===== src/rtl/gen_matrix_ctrl_pkg.sv =====
// Shared Kyber constants and the state encoding for the matrix-generation controller.
//   KYBER_Q  : modulus; Parse only flags coefficients below this value as valid
//   KYBER_N  : coefficients per polynomial
//   KYBER_CW : coefficient width
//   IDLE..DONE / state_e : controller state encoding
package gen_matrix_ctrl_pkg;

    localparam int unsigned KYBER_Q  = 3329;
    localparam int unsigned KYBER_N  = 256;
    localparam int unsigned KYBER_CW = 12;

    localparam logic [2:0] IDLE  = 3'd0;
    localparam logic [2:0] START = 3'd1;
    localparam logic [2:0] RUN   = 3'd2;
    localparam logic [2:0] NEXT  = 3'd3;
    localparam logic [2:0] DONE  = 3'd4;

    typedef enum logic [2:0] {
        ST_IDLE  = IDLE,
        ST_START = START,
        ST_RUN   = RUN,
        ST_NEXT  = NEXT,
        ST_DONE  = DONE
    } state_e;

endpackage


===== src/rtl/gen_matrix_ctrl_coef_compact.sv =====
// Two-in / two-out coefficient compaction with the per-polynomial cap.
// Ports:
//   i_first/i_second       : candidate coefficients from Parse
//   i_first_en/i_second_en : candidate valid flags (already gated to the RUN state)
//   i_cnt                  : coefficients already stored for this polynomial (0..N)
//   o_en0/o_data0          : lane 0 write (coefficient index i_cnt)
//   o_en1/o_data1          : lane 1 write (coefficient index i_cnt+1)
//   o_inc                  : number of coefficients actually written this cycle
module gen_matrix_ctrl_coef_compact
    import gen_matrix_ctrl_pkg::*;
#(
    parameter int unsigned N    = KYBER_N,
    parameter int unsigned CW   = KYBER_CW,
    parameter int unsigned CNTW = $clog2(N) + 1
) (
    input  logic [CW-1:0]   i_first,
    input  logic [CW-1:0]   i_second,
    input  logic            i_first_en,
    input  logic            i_second_en,
    input  logic [CNTW-1:0] i_cnt,
    output logic            o_en0,
    output logic            o_en1,
    output logic [CW-1:0]   o_data0,
    output logic [CW-1:0]   o_data1,
    output logic [1:0]      o_inc
);

    always_comb begin
        // Lane 0 always carries the earliest valid coefficient; lane 1 only the second
        // of a valid pair, so lane 1 can never be enabled alone.
        o_data0 = i_first_en ? i_first : i_second;
        o_data1 = i_second;
        o_en0   = (i_first_en | i_second_en) && (i_cnt < CNTW'(N));
        o_en1   = (i_first_en & i_second_en) && (i_cnt < CNTW'(N - 1));
        o_inc   = {1'b0, o_en0} + {1'b0, o_en1};
    end

endmodule


===== src/rtl/gen_matrix_ctrl.sv =====
// Sequences SHAKE-128 Parse over all K*K entries of the Kyber matrix A (or A^T) and
// streams the accepted coefficients into polynomial RAM through two write lanes.
// Ports:
//   i_clk, i_rstn                     : clock, asynchronous active-low reset
//   i_start, i_transpose, i_rho       : request, A/A^T select and seed (latched at start)
//   o_busy, o_done, o_short           : status; o_short is sticky until the next start
//   o_parse_start/rho/i/j             : per-entry command to Parse
//   i_parse_first/second(_en), i_parse_done : coefficient stream from Parse
//   o_wr_en0/addr0/data0, o_wr_en1/addr1/data1 : registered RAM write lanes
module gen_matrix_ctrl
    import gen_matrix_ctrl_pkg::*;
#(
    parameter int unsigned K  = 2,
    parameter int unsigned N  = KYBER_N,
    parameter int unsigned CW = KYBER_CW,
    parameter int unsigned AW = $clog2(K * K) + $clog2(N)
) (
    input  logic          i_clk,
    input  logic          i_rstn,
    input  logic          i_start,
    input  logic          i_transpose,
    input  logic [255:0]  i_rho,
    output logic          o_busy,
    output logic          o_done,
    output logic          o_short,
    output logic          o_parse_start,
    output logic [255:0]  o_parse_rho,
    output logic [7:0]    o_parse_i,
    output logic [7:0]    o_parse_j,
    input  logic [CW-1:0] i_parse_first,
    input  logic [CW-1:0] i_parse_second,
    input  logic          i_parse_first_en,
    input  logic          i_parse_second_en,
    input  logic          i_parse_done,
    output logic          o_wr_en0,
    output logic [AW-1:0] o_wr_addr0,
    output logic [CW-1:0] o_wr_data0,
    output logic          o_wr_en1,
    output logic [AW-1:0] o_wr_addr1,
    output logic [CW-1:0] o_wr_data1
);

    localparam int unsigned RCW  = $clog2(K);
    localparam int unsigned PW   = $clog2(K * K);
    localparam int unsigned IW   = $clog2(N);
    localparam int unsigned CNTW = IW + 1;

    state_e          r_state, w_state_d;
    logic            r_transpose;
    logic [255:0]    r_rho;
    logic [RCW-1:0]  r_row, r_col;
    logic [CNTW-1:0] r_cnt;
    logic            r_short;
    logic            r_wr_en0, r_wr_en1;
    logic [AW-1:0]   r_wr_addr0, r_wr_addr1;
    logic [CW-1:0]   r_wr_data0, r_wr_data1;

    logic            w_run, w_last;
    logic [PW-1:0]   w_p;
    logic            w_en0, w_en1;
    logic [CW-1:0]   w_data0, w_data1;
    logic [1:0]      w_inc;

    assign w_run  = (r_state == ST_RUN);
    assign w_last = (r_row == RCW'(K - 1)) && (r_col == RCW'(K - 1));
    assign w_p    = PW'(r_row) * PW'(K) + PW'(r_col);

    // Enables are masked outside RUN so stray Parse activity never writes or counts.
    gen_matrix_ctrl_coef_compact #(
        .N    (N),
        .CW   (CW),
        .CNTW (CNTW)
    ) u_compact (
        .i_first     (i_parse_first),
        .i_second    (i_parse_second),
        .i_first_en  (i_parse_first_en & w_run),
        .i_second_en (i_parse_second_en & w_run),
        .i_cnt       (r_cnt),
        .o_en0       (w_en0),
        .o_en1       (w_en1),
        .o_data0     (w_data0),
        .o_data1     (w_data1),
        .o_inc       (w_inc)
    );

    always_ff @(posedge i_clk or negedge i_rstn) begin
        if (!i_rstn) begin
            r_state <= ST_IDLE;
        end else begin
            r_state <= w_state_d;
        end
    end

    always_comb begin
        w_state_d = r_state;
        unique case (r_state)
            ST_IDLE:  if (i_start) w_state_d = ST_START;
            ST_START: w_state_d = ST_RUN;
            ST_RUN:   if (i_parse_done) w_state_d = ST_NEXT;
            ST_NEXT:  w_state_d = w_last ? ST_DONE : ST_START;
            ST_DONE:  w_state_d = ST_IDLE;
            default:  w_state_d = ST_IDLE;
        endcase
    end

    always_ff @(posedge i_clk or negedge i_rstn) begin
        if (!i_rstn) begin
            r_transpose <= 1'b0;
            r_rho       <= '0;
            r_row       <= '0;
            r_col       <= '0;
            r_cnt       <= '0;
            r_short     <= 1'b0;
            r_wr_en0    <= 1'b0;
            r_wr_en1    <= 1'b0;
            r_wr_addr0  <= '0;
            r_wr_addr1  <= '0;
            r_wr_data0  <= '0;
            r_wr_data1  <= '0;
        end else begin
            r_wr_en0   <= w_en0;
            r_wr_en1   <= w_en1;
            r_wr_addr0 <= AW'({w_p, r_cnt[IW-1:0]});
            // Lane 1 is only enabled while r_cnt < N-1, so the +1 never wraps.
            r_wr_addr1 <= AW'({w_p, r_cnt[IW-1:0] + IW'(1)});
            r_wr_data0 <= w_data0;
            r_wr_data1 <= w_data1;
            unique case (r_state)
                ST_IDLE: begin
                    if (i_start) begin
                        r_rho       <= i_rho;
                        r_transpose <= i_transpose;
                        r_row       <= '0;
                        r_col       <= '0;
                        r_short     <= 1'b0;
                    end
                end
                ST_START: r_cnt <= '0;
                ST_RUN:   r_cnt <= r_cnt + CNTW'(w_inc);
                ST_NEXT: begin
                    if (r_cnt < CNTW'(N)) r_short <= 1'b1;
                    if (!w_last) begin
                        if (r_col == RCW'(K - 1)) begin
                            r_col <= '0;
                            r_row <= r_row + RCW'(1);
                        end else begin
                            r_col <= r_col + RCW'(1);
                        end
                    end
                end
                default: ;
            endcase
        end
    end

    assign o_busy        = (r_state != ST_IDLE);
    assign o_done        = (r_state == ST_DONE);
    assign o_short       = r_short;
    assign o_parse_start = (r_state == ST_START);
    assign o_parse_rho   = r_rho;
    assign o_parse_i     = r_transpose ? 8'(r_row) : 8'(r_col);
    assign o_parse_j     = r_transpose ? 8'(r_col) : 8'(r_row);
    assign o_wr_en0      = r_wr_en0;
    assign o_wr_addr0    = r_wr_addr0;
    assign o_wr_data0    = r_wr_data0;
    assign o_wr_en1      = r_wr_en1;
    assign o_wr_addr1    = r_wr_addr1;
    assign o_wr_data1    = r_wr_data1;

endmodule


===== config.mk =====
export PLATFORM = sky130hd
export DESIGN_NAME = gen_matrix_ctrl
export DESIGN_NICKNAME = d
export VERILOG_FILES = /design/src/rtl/gen_matrix_ctrl_pkg.sv /design/src/rtl/gen_matrix_ctrl_coef_compact.sv /design/src/rtl/gen_matrix_ctrl.sv
export SDC_FILE = /design/constraint.sdc
export NUM_CORES = 1
export LEC_CHECK = 0
export CORE_AREA = 2 2 237 239
export CTS_CLUSTER_SIZE = 28
export DETAILED_ROUTE_END_ITERATION = 10
export DIE_AREA = 0 0 239 241
export GPL_TIMING_DRIVEN = 0
export PLACE_DENSITY_LB_ADDON = 0.3
export SYNTH_ARGS = -nofsm -noshare
export SYNTH_HDL_FRONTEND = slang
export SYNTH_HIERARCHICAL = 1
export SYNTH_SLANG_ARGS = --single-unit

===== constraint.sdc =====
create_clock -name i_clk -period 3.15 [get_ports i_clk]
set_input_delay 0.4725 -clock i_clk [delete_from_list [all_inputs] [get_ports i_clk]]
set_output_delay 0.4725 -clock i_clk [all_outputs]
set_load 0.05 [all_outputs]

---- Word-level counts from Yosys, hierarchy flattened ----
Index checks and enable logic that the tools add are counted.
word-level totals
  register bits ........................... 318
  bits of input ports ..................... 287
  output and inout bits ................... 322
  word-level logic and storage cells ...... 63
cells by class
  $add $sub $neg .......................... 6
  order comparisons ....................... 2
  equal/unequal tests ..................... 9
  mux-type cells .......................... 17
  bitwise operators ....................... 4
  reductions and logical operators ........ 12
operators by type and width
  cell                   count
  $pmux W9 S2            1
  $mux W12               1
  $pmux W3 S4            1
  $ne A2 B2 Y1 const B   5
  $add A9 B2 Y9          1
  $lt A9 B8 Y1 const B   1
  $lt A9 B9 Y1 const B   1
  $mux W3                3
  $add A8 B1 Y8 const B  1
  $mux W1                8
  $eq A3 B2 Y1 const B   2
  $pmux W1 S2            3
  $reduce_and A3 Y1      2
  $reduce_and A2 Y1      2
  $reduce_and A4 Y1      1
  $reduce_bool A2 Y1     2
  $and A1 B1 Y1          3
  $eq A3 B1 Y1 const B   1
  $eq A3 B3 Y1 const B   1
  $logic_and A1 B1 Y1    3
  $logic_not A3 Y1       1
  $reduce_bool A3 Y1     1
  $add A1 B1 Y1 const B  2
  $add A1 B1 Y2          1
  2 further kinds        2

---- Longest topological paths before layout ----
  depth after elaboration ................. 7
  gate-level depth with buffers ........... 11
  mapped depth without buffers ............ 10

---- Cells and area by module ----
Netlist, hierarchy kept.
modules (own cells, without submodules)
  module                        times used  cells an instance  area each (um^2)
  gen_matrix_ctrl               1           705                11801.3
  gen_matrix_ctrl_coef_compact  1           32                 314.1

---- Worst setup path before layout ----
No wires, ideal clock.
  kind .................................... reg-to-reg
  start point ............................. register r_state[2]
  end point ............................... register r_cnt[8]
  setup time .............................. 0.110 ns
  arrival ................................. 2.679 ns
  data required time ...................... 3.040 ns
  setup slack ............................. 0.361 ns
  stages on the path, launching flop included .. 11
  buffers on the path ..................... 1
  clock period less this slack ............ 2.789 ns
  cell sequence ........................... dfrtp_1 > nor3b_2 > and2_1 > buf_6 > o2111a_1 > ha_1 > ha_1 > fa_1 > nand4bb_1 > o311ai_0 > o41ai_1
on the way
  longest elaborated chain between the ends .. 7
  elaborated cells on any way between the ends .. 12
ends and longest elaborated chain
  element                           line                                          text
  start, declared                   gen_matrix_ctrl.sv:48                         state_e r_state, w_state_d;
  start signal, assigned            gen_matrix_ctrl.sv:90                         r_state <= w_state_d;
  $eq A3 B2 Y1 *                    gen_matrix_ctrl.sv:64                         assign w_run = (r_state == ST_RUN);
  $and A1 B1 Y1 (on tied branches)  gen_matrix_ctrl.sv:76, gen_matrix_ctrl.sv:77
  $and A1 B1 Y1 *                   gen_matrix_ctrl_coef_compact.sv:34            o_en1 = (i_first_en & i_second_en) && (i_cnt < CNTW'(N - 1));
  $logic_and A1 B1 Y1 *             gen_matrix_ctrl_coef_compact.sv:34
  named net w_en1                   gen_matrix_ctrl.sv:60                         logic w_en0, w_en1;
  $add A1 B1 Y2 *                   gen_matrix_ctrl_coef_compact.sv:35            o_inc = {1'b0, o_en0} + {1'b0, o_en1};
  named net w_inc[0]                gen_matrix_ctrl.sv:62                         logic [1:0] w_inc;
  $add A9 B2 Y9 *                   gen_matrix_ctrl.sv:139                        ST_RUN: r_cnt <= r_cnt + CNTW'(w_inc);
  $pmux W9 S2 *                     gen_matrix_ctrl.sv:128                        unique case (r_state)
  end signal, assigned              gen_matrix_ctrl.sv:139
  end, declared                     gen_matrix_ctrl.sv:52                         logic [CNTW-1:0] r_cnt;
Mark *: on every way through the listed nets, which the timed path passes. The rest lies on a longest branch.
A chain may end at the register's enable or synchronous reset.

---- Final worst setup path ----
  start point ............................. register r_state[2]
  end point ............................... output port o_parse_start
on the way
  longest elaborated chain between the ends .. 1
ends and longest elaborated chain
  element        line                    text
  $eq A3 B1 Y1   gen_matrix_ctrl.sv:159  assign o_parse_start = (r_state == ST_START);
  end, declared  gen_matrix_ctrl.sv:26   output logic o_parse_start,
Every way passes these cells.

==> flow_summary.json <==
{
  "status": "finished clean",
  "finalCriticalPeriod_ns": 2.94,
  "synth_top_family_by_area": "multiplexers",
  "synthXorXnorAreaFrac_pct": 0.434,
  "synth-compound-area-share_pct": 1.51,
  "placed_cell_area_mm2": 0.0191,
  "die_w_um": 239,
  "drt_iter0_drc": 230,
  "reg2reg_depth": 10,
  "vdd_ir_drop_max_mv": 0.653,
  "yosysWarnings": 6,
  "fin_cells": 2116,
  "max_slew_margin_pct": 40.2,
  "netlist_area_mm2": 0.0121,
  "io_buffers": 594,
  "slew_viol_final": 0,
  "avgViaCountPerCell": 4.00,
  "cts_sinks": 316,
  "avgRoutedWirePerCell_um": 17.8,
  "grt_pass1_vias": 8855,
  "synth.area.top_cells": "dfrtp_1, mux2_1, mux2_2",
  "power_density_mw_per_mm2": 1240,
  "area_growth_pct": 67.8,
  "drc": 0,
  "dp_hpwl_um": 29200,
  "tritoncts": "built",
  "critPathLaunchType": "register",
  "synth_fa_ha_area_share_pct": 0.578,
  "fin_setup_tns_ns": 0,
  "hold_viol": 0,
  "fp.coreArea_mm2": 0.0549,
  "dp.cells": 2050,
  "antenna_found_initial": 3,
  "muxShareOfSynthArea_pct": 25.6,
  "nets": 1680,
  "required_ns": 2.68,
  "ant_nets": 0,
  "numCtsBuffers": 39,
  "leakagePower_nw": 8.49,
  "ys_types": 47,
  "start_util_pct": 22.1,
  "wl_um": 37800,
  "cp.arrival_ns": 2.47,
  "finalClockSkew_ns": 0.0164,
  "grt_first_pass_wirelength_um": 54400,
  "finalWorstSetupSlack_ns": 0.210,
  "die_area_mm2": 0.0576,
  "synth_top_area_share_pct": 65.3,
  "firstDrtPassIters": 4,
  "hold_buffers": 0,
  "grt_max_degree": 115,
  "rsz0062_at_grt": "no",
  "synth_cells": 737,
  "synth-main-ff-cell": "dfrtp_1",
  "die_h_um": 241,
  "hp-class": "input pin to async pin",
  "htree_levels": 2,
  "post-place-ws_ns": -0.142,
  "synth-simple-area-share_pct": 2.03,
  "synth.largest_area_cell": "dfrtp_1",
  "pin_count": 609,
  "grt_overflow": 0,
  "fillers": 5225,
  "syn_area_per_cell_um2": 16.4,
  "gp_congestion": 0.764,
  "drive_gt1_share_pct": 11.4,
  "final_area_mm2": 0.0203,
  "vias": 8462,
  "synth_async_sr_flop_share_pct": 100,
  "clk_path_buf_depth": 3,
  "seq_area_frac_synth_pct": 65.3,
  "worst_hold_slack_ns": 0.0294,
  "cts_root_buf": "clkbuf_16",
  "synth_edf_count": 0,
  "worstSetupEndpointType": "output port",
  "ys_ff_latch": 316,
  "grt.total_usage_pct": 12.4,
  "crit_type": "register to output port",
  "clkTransAtPathRegs_ns": 0.06,
  "final-setup-viol-count": 0,
  "maxCapViolCount": 0,
  "cp_max_fo": 6,
  "post-route-period-util_pct": 93.3,
  "fmax_ghz": 0.340,
  "worstSkewPairLatency_ns": 0.54,
  "std_cell_rows": 86,
  "tightest_slew_ns": 0.897
}
==> critical path, cell delays in order, from the launching register on <==
cell	delay [ns]
dfrtp_1	0.45
or3b_1	0.50
inv_1	0.14
clkdlybuf4s50_1	0.84
==> layout make-up <==
| cell class | count | area [µm²] | share of cell area (%) |
|---|---|---|---|
| inverters | 8 | 30.0 | 0.148 |
| diodes | 1 | 2.50 | 0.0123 |
| multi-input cells | 364 | 3710 | 18.3 |
| clock inverters | 12 | 174 | 0.855 |
| flip-flops and latches | 316 | 7910 | 38.9 |
| well taps | 704 | 881 | 4.33 |
| plain buffers | 62 | 520 | 2.56 |
| repair buffers | 597 | 6020 | 29.6 |
| clock buffers | 52 | 1090 | 5.35 |
==> cells in the final DEF (no fill, tap or decap), types with 2 or more instances in the layout <==
cell type / count
inv_1: 8
buf_4: 35
ha_1: 4
mux2_1: 230
a22o_1: 2
dfrtp_1: 316
mux2i_1: 2
nor3_1: 2
buf_2: 2
inv_6: 2
bufinv_16: 4
nand2_1: 8
conb_1: 14
o41ai_1: 2
mux2_2: 33
clkinv_2: 4
xor2_1: 3
nand4_1: 5
clkbuf_1: 14
o21ai_0: 8
xnor2_1: 3
buf_6: 21
buf_16: 2
nor2_1: 4
and2_1: 2
clkbuf_8: 2
mux2_4: 8
nand3_1: 4
clkdlybuf4s50_1: 592
clkbuf_16: 41
a21oi_1: 5
==> per-stage QoR <==
step / power, mW / utilization (%)
3_5_place_dp: 20.9 / 34.7
2_1_floorplan: 15.7 / -
4_1_cts: 25.6 / 37.0
3_3_place_gp: 20.8 / 34.6
5_1_grt: 26.3 / 37.0
6_report: 25.2 / 37.0
==> sequential cells by signal (all words and copies together), names as in the netlist, 3 cells and up <==
register / flops
o_parse_rho: 256
o_wr_data0: 12
o_wr_data1: 12
r_state: 3
o_wr_addr1: 9
r_cnt: 9
o_wr_addr0: 9
==> per-layer routing <==
metal  wire length, µm  track usage [%]  share of wire [%]  up-vias
li1                  -                -                  -     3854
met1             14200             13.7                 38     4235
met2             19500             22.1                 52      317
met3              3010             4.08                8.0       54
met4               959             4.28                2.5        2
met5                10                0              0.026        -
==> power by group <==
| part | internal (mW) | total [mW] | leakage, nW | switching, mW |
|---|---|---|---|---|
| Clock | 2.74 | 4.47 | 0.616 | 1.73 |
| Sequential | 5.90 | 6.82 | 3.78 | 0.919 |
| Combinational | 4.93 | 13.9 | 4.10 | 8.96 |
| Total | 13.6 | 25.2 | 8.49 | 11.6 |
==> cell usage after synthesis, types with 3 or more instances <==
master / n
dfrtp_1: 316
mux2_1: 230
buf_4: 34
mux2_2: 33
buf_6: 21
inv_1: 8
mux2_4: 8
nand2_1: 8
o21ai_0: 8
a21oi_1: 5
clkbuf_1: 5
nand4_1: 5
ha_1: 4
nand3_1: 4
nor2_1: 4
and2_1: 3
xnor2_1: 3
xor2_1: 3
==> what timing repair did <==
| action | 4_1_cts | 5_1_grt |
|---|---|---|
| pin swaps | 1 | 0 |
| resized for setup | 1 | 3 |
| buffers inserted | 1 | 0 |
| setup endpoints to repair | 4 | 4 |
==> path summary, 6_finish.rpt <==
kind                                   startpoint  slack [ns]                      endpoint
setup reg to reg           r_state[0]$_DFFE_PN0P_        0.24          r_cnt[6]$_DFFE_PN0P_
hold reg to reg              r_cnt[4]$_DFFE_PN0P_        0.42       o_wr_addr0[4]$_DFF_PN0_
setup / recovery           r_state[2]$_DFFE_PN0P_        0.21                 o_parse_start
max in group asynchronous                  i_rstn        1.97       o_wr_data1[4]$_DFF_PN0_
min in group i_clk           r_cnt[4]$_DFFE_PN0P_        0.42       o_wr_addr0[4]$_DFF_PN0_
hold / removal                             i_rstn        0.03  o_parse_rho[168]$_DFFE_PN0P_
==> cell families after synthesis <==
group | Yosys count
flip-flops | 316
multiplexers | 273
buffers and inverters | 70
AND/OR/NAND/NOR | 39
AO/OA/AOI/OAI | 27
XOR/XNOR | 6
adder cells (fa/ha/maj) | 5
other | 1
Note: power is estimated with default switching activity, not from simulation.
